## src/rtl/uart_rx_frontend.sv

```systemverilog
// uart_rx_frontend: 8N1 UART receiver, 16x oversampled, majority-of-three bit
// decision. Delivers bytes on rxdw with a one-cycle rxrdy strobe. A stop bit
// sampled low raises a one-cycle ferr strobe, and the received byte is discarded.

module uart_rx_frontend #(
    parameter int CLK_HZ = 50_000_000,
    parameter int BAUD   = 115200,
    parameter int OVS    = 16
) (
    input  logic       clk,
    input  logic       rst,
    input  logic       rx,
    output logic [7:0] rxdw,
    output logic       rxrdy,
    output logic       ferr,
    output logic       busy
);

    // Clock cycles per sample tick, rounded to nearest, never below one.
    localparam int TICK_RAW  = (CLK_HZ + (BAUD * OVS) / 2) / (BAUD * OVS);
    localparam int TICK_DIV  = (TICK_RAW < 1) ? 1 : TICK_RAW;
    localparam int TW        = (TICK_DIV > 1) ? $clog2(TICK_DIV) : 1;
    localparam logic [TW-1:0] TICK_LAST = TW'(TICK_DIV - 1);

    typedef enum logic [2:0] {
        IDLE,
        START,
        DATA,
        STOP,
        BRK
    } state_t;

    state_t        state_q,   state_d;
    logic          rxMeta_q;
    logic          rxSync_q;
    logic [TW-1:0] tickCnt_q, tickCnt_d;
    logic [3:0]    sampCnt_q, sampCnt_d;
    logic [2:0]    bitCnt_q,  bitCnt_d;
    logic          smp7_q,    smp7_d;
    logic          smp8_q,    smp8_d;
    logic [7:0]    shreg_q,   shreg_d;
    logic [7:0]    rxdw_q,    rxdw_d;
    logic          rxrdy_q,   rxrdy_d;
    logic          ferr_q,    ferr_d;

    logic          tick;
    logic          majority;

    assign tick     = (tickCnt_q == TICK_LAST);
    assign majority = (smp7_q & smp8_q) | (smp7_q & rxSync_q) | (smp8_q & rxSync_q);

    assign rxdw  = rxdw_q;
    assign rxrdy = rxrdy_q;
    assign ferr  = ferr_q;
    assign busy  = (state_q != IDLE);

    // State and datapath registers; the synchronizer idles high so reset looks like a quiet line.
    always_ff @(posedge clk) begin
        if (!rst) begin
            state_q   <= IDLE;
            rxMeta_q  <= 1'b1;
            rxSync_q  <= 1'b1;
            tickCnt_q <= '0;
            sampCnt_q <= '0;
            bitCnt_q  <= '0;
            smp7_q    <= 1'b1;
            smp8_q    <= 1'b1;
            shreg_q   <= '0;
            rxdw_q    <= '0;
            rxrdy_q   <= 1'b0;
            ferr_q    <= 1'b0;
        end else begin
            state_q   <= state_d;
            rxMeta_q  <= rx;
            rxSync_q  <= rxMeta_q;
            tickCnt_q <= tickCnt_d;
            sampCnt_q <= sampCnt_d;
            bitCnt_q  <= bitCnt_d;
            smp7_q    <= smp7_d;
            smp8_q    <= smp8_d;
            shreg_q   <= shreg_d;
            rxdw_q    <= rxdw_d;
            rxrdy_q   <= rxrdy_d;
            ferr_q    <= ferr_d;
        end
    end

    // Tick/sample timing, mid-bit sampling and frame sequencing.
    always_comb begin
        state_d   = state_q;
        tickCnt_d = tickCnt_q;
        sampCnt_d = sampCnt_q;
        bitCnt_d  = bitCnt_q;
        smp7_d    = smp7_q;
        smp8_d    = smp8_q;
        shreg_d   = shreg_q;
        rxdw_d    = rxdw_q;
        rxrdy_d   = 1'b0;
        ferr_d    = 1'b0;

        if (tick) begin
            tickCnt_d = '0;
            sampCnt_d = sampCnt_q + 4'd1;
            if (sampCnt_q == 4'd7) begin
                smp7_d = rxSync_q;
            end
            if (sampCnt_q == 4'd8) begin
                smp8_d = rxSync_q;
            end
        end else begin
            tickCnt_d = tickCnt_q + TW'(1);
        end

        case (state_q)
            IDLE: begin
                // Counters are held at zero here so the sample phase starts at the start edge.
                tickCnt_d = '0;
                sampCnt_d = '0;
                if (!rxSync_q) begin
                    state_d = START;
                end
            end
            START: begin
                if (tick && sampCnt_q == 4'd9 && majority) begin
                    state_d = IDLE;
                end else if (tick && sampCnt_q == 4'd15) begin
                    state_d  = DATA;
                    bitCnt_d = 3'd0;
                end
            end
            DATA: begin
                if (tick && sampCnt_q == 4'd9) begin
                    shreg_d = {majority, shreg_q[7:1]};
                end
                if (tick && sampCnt_q == 4'd15) begin
                    if (bitCnt_q == 3'd7) begin
                        state_d = STOP;
                    end else begin
                        bitCnt_d = bitCnt_q + 3'd1;
                    end
                end
            end
            STOP: begin
                if (tick && sampCnt_q == 4'd9) begin
                    if (majority) begin
                        rxdw_d  = shreg_q;
                        rxrdy_d = 1'b1;
                        state_d = IDLE;
                    end else begin
                        ferr_d  = 1'b1;
                        state_d = BRK;
                    end
                end
            end
            BRK: begin
                if (rxSync_q) begin
                    state_d = IDLE;
                end
            end
            default: begin
                state_d = IDLE;
            end
        endcase
    end

endmodule

```

## config.mk

```make
export PLATFORM = sky130hd
export DESIGN_NAME = uart_rx_frontend
export DESIGN_NICKNAME = d
export VERILOG_FILES = /design/src/rtl/uart_rx_frontend.sv
export SDC_FILE = /design/constraint.sdc
export NUM_CORES = 1
export LEC_CHECK = 0
export CORE_ASPECT_RATIO = 0.5
export CORE_MARGIN = 1
export CORE_UTILIZATION = 50
export CTS_CLUSTER_DIAMETER = 60
export DETAILED_ROUTE_END_ITERATION = 7
export PLACE_DENSITY = 0.81
export SLEW_MARGIN = 0
export SYNTH_ARGS = -nofsm -noshare
export SYNTH_HDL_FRONTEND = slang
export SYNTH_SLANG_ARGS = --single-unit
```

## constraint.sdc

```tcl
create_clock -name clk -period 1.9 [get_ports clk]
set_input_delay 0.38 -clock clk [delete_from_list [all_inputs] [get_ports clk]]
set_output_delay 0.38 -clock clk [all_outputs]
set_load 0.005 [all_outputs]
```

==> impl_metrics.json <==
{
  "ir_drop_uv": 418.7,
  "antenna_cells": 0,
  "maxCapViolations": 0,
  "rrSetupSlack_ps": -40,
  "min_from": "rxMeta_q",
  "core-area_sq_um": 2781,
  "wl_per_cell_um": 11.95,
  "numPortBuffers": 13,
  "fin_skew_ps": 3.340,
  "ios": 14,
  "setup_ws_ps": -37.13,
  "dp_cells": 220,
  "min_period_ps": 1937,
  "violations": "negative setup slack",
  "synth-seq-area-share_pct": 47.25,
  "die_area_sq_um": 3377,
  "drv_slew": 0,
  "final_cells": 228,
  "critPathLaunchType": "register",
  "final_cell_mix": "dfxtp_1, nor2_1, mux2i_1, clkdlybuf4s50_1, nand2_1",
  "cts.sinks": 37,
  "drt-total-wl_um": 2725,
  "cts-root-buf": "clkbuf_8",
  "synth_area_sq_um": 1568,
  "worst_pin_slew_ps": 470.4,
  "postSynthAreaPerCell_sq_um": 9.388,
  "hold_viol": 0,
  "arrival_ps": 2150,
  "grt_usage_pct": 18.64,
  "grt_pass1_wl_um": 4712,
  "worst-path-max-fanout": 4,
  "rows": 13,
  "crit_type": "reg2reg",
  "area_growth_pct": 22.83,
  "placed_cell_area_sq_um": 1782,
  "postCtsHoldBufs": 0,
  "final_common_cell": "dfxtp_1",
  "drt_iter0_drc": 42,
  "start_util_pct": 56.37,
  "status": "finished with violations",
  "synth_nets": 177,
  "rsz0062_at_grt": "yes",
  "grt_overflow": 0,
  "num-nets-final": 200,
  "leakagePower_nw": 0.7589,
  "yosys_warnings": 0,
  "grt_max_degree": 22,
  "reg2regPathDepth": 7,
  "cts_tree": "yes",
  "fin_tns_setup_ps": -62.87,
  "grt_pass1_vias": 1126,
  "cts_setup_buffers": 0,
  "hold_depth": 1,
  "drive_gt1_share_pct": 15.71,
  "htreeDepth": 2,
  "die_h_um": 41.60,
  "hpwl_um": 1949,
  "cpMaxStageDelayCell": "or3_4",
  "drc_errors": 0,
  "r2r_start": "bitCnt_q[0]",
  "slew_headroom_pct": 68.20,
  "finalCritPeriodShare_pct": 102.0,
  "cts.reportedPaths.clkPinSlew_ps": 70,
  "synth-seq-cells": 37,
  "cp.required_ps": 2120,
  "clock_path_buffers": 2,
  "path_cells": "ha_4 > ha_4 > nand2b_4 > mux2_2 > or3_4 > or3_4 > a21oi_2",
  "synth.distinct_cells": 36,
  "ant_nets": 0,
  "p_per_area_nw_per_um2": 709.0,
  "endpoint_kind": "register",
  "synth_top_area_share_pct": 47.25,
  "fmax_mhz": 516.2,
  "gp_congestion": 0.8110,
  "netlist_instances": 167,
  "r2r-end": "bitCnt_q[0]",
  "die_w_um": 81.19,
  "finalInstanceArea_sq_um": 1926,
  "clkLatencyLatePin_ps": 280,
  "hold_end": "rxSync_q",
  "max_stage_delay_ps": 390,
  "routed-via-count": 1205,
  "cts_made_buffers": 5,
  "synth_top_area_cell": "dfxtp_1",
  "fin_util_pct": 69.23,
  "dr.pass1.iters": 4,
  "setup_viol": 3,
  "viasPerCell": 5.285,
  "antenna_found_initial": 0,
  "ys_top_cells_by_area": "dfxtp_1, mux2i_1, nor2_1",
  "hold_path.class": "reg2reg"
}
-- per-layer routing --
layer / vias to the layer above / share of wire [%] / track usage, %
met2: 26 / 47 / 31.93
met5: - / 0 / 0
li1: 610 / - / -
met1: 565 / 47 / 21.12
met3: 4 / 4.6 / 7.253
met4: 0 / 0.88 / 6.429
-- worst max-delay path: cells and delay by family, from the launching register on --
kind / cells / cell delay (ps)
simple gates: 3 / 860
flops: 1 / 340
mux: 1 / 250
compound gates: 1 / 110
fa+ha+maj: 2 / 300
-- metrics by stage --
stage / hold WS (ps) / setup WS (ps) / power [mW]
after global routing: 443.9 / -86.38 / 1.411
after CTS: 418.7 / -49.79 / 1.374
after global placement: 389.1 / 7.433 / 0.8664
final: 417.3 / -37.13 / 1.365
after detailed placement: 397.9 / -102.5 / 0.8672
after floorplan: 386.3 / 32.85 / 0.8422
-- cell usage after synthesis, drive strengths merged --
| library cell | instances |
|---|---|
| or3 | 4 |
| nor3 | 1 |
| a21boi | 1 |
| maj3 | 1 |
| a211oi | 1 |
| a31oi | 1 |
| nor2 | 31 |
| o21ai | 3 |
| and3b | 1 |
| nand4 | 2 |
| a21oi | 8 |
| nand3 | 3 |
| xnor2 | 2 |
| nor4b | 1 |
| and2 | 1 |
| dfxtp | 37 |
| and4b | 1 |
| nand2b | 5 |
| nand2 | 10 |
| o31a | 1 |
| nor2b | 1 |
| o311ai | 1 |
| mux2i | 16 |
| mux2 | 1 |
| or2 | 2 |
| buf | 4 |
| ha | 7 |
| clkbuf | 2 |
| inv | 8 |
| nand3b | 3 |
| a311o | 1 |
| and3 | 2 |
| xor2 | 4 |
-- kinds of logic (layout without fill, tap and decap cells) --
group	after synthesis	count (layout)	synth area share [%]
simple gates	68	68	21.79
flops	37	37	47.25
compound gates	17	17	6.625
mux	17	17	10.93
buf+inv	14	38	3.831
fa+ha+maj	8	8	6.225
xor+xnor	6	6	3.352
-- state kept, by name, indices dropped and copies added (netlist names) --
signal / count
bitCnt_q: 3
rxdw: 8
tickCnt_q: 5
rxSync_q: 1
rxrdy: 1
ferr: 1
shreg_q: 8
rxMeta_q: 1
smp8_q: 1
state_q: 3
smp7_q: 1
sampCnt_q: 4
-- final cells by class --
class / count / area (sq um)
fill: 209 / 855.8
multi-input combinational: 116 / 823.3
sequential: 37 / 744.5
timing repair buffer: 22 / 201.4
clock buffer: 8 / 80.08
tap: 37 / 46.29
inverter: 8 / 30.03
-- power by group --
group | internal (mW) | total, mW | switching [mW]
sequential | 0.783 | 0.790 | 0.00746
combinational | 0.0308 | 0.0626 | 0.0318
clock | 0.260 | 0.512 | 0.252
-- what timing repair did --
item	in CTS	in global routing
gates resized for setup	9	6
endpoints found under the setup margin	3	21
pin swaps	3	1
-- worst max-delay path by stage --
stage	slack, ps	depth (start not counted)	startpoint	end
after floorplan	30	7	bitCnt_q[0]	bitCnt_q[1]
after global placement	7	7	bitCnt_q[0]	bitCnt_q[2]
after detailed placement	-100	7	bitCnt_q[0]	bitCnt_q[2]
after CTS	-50	7	bitCnt_q[0]	bitCnt_q[0]
after global routing	-90	7	bitCnt_q[0]	bitCnt_q[0]
final	-40	7	bitCnt_q[0]	bitCnt_q[0]
Power figures use the tool's default switching activity.
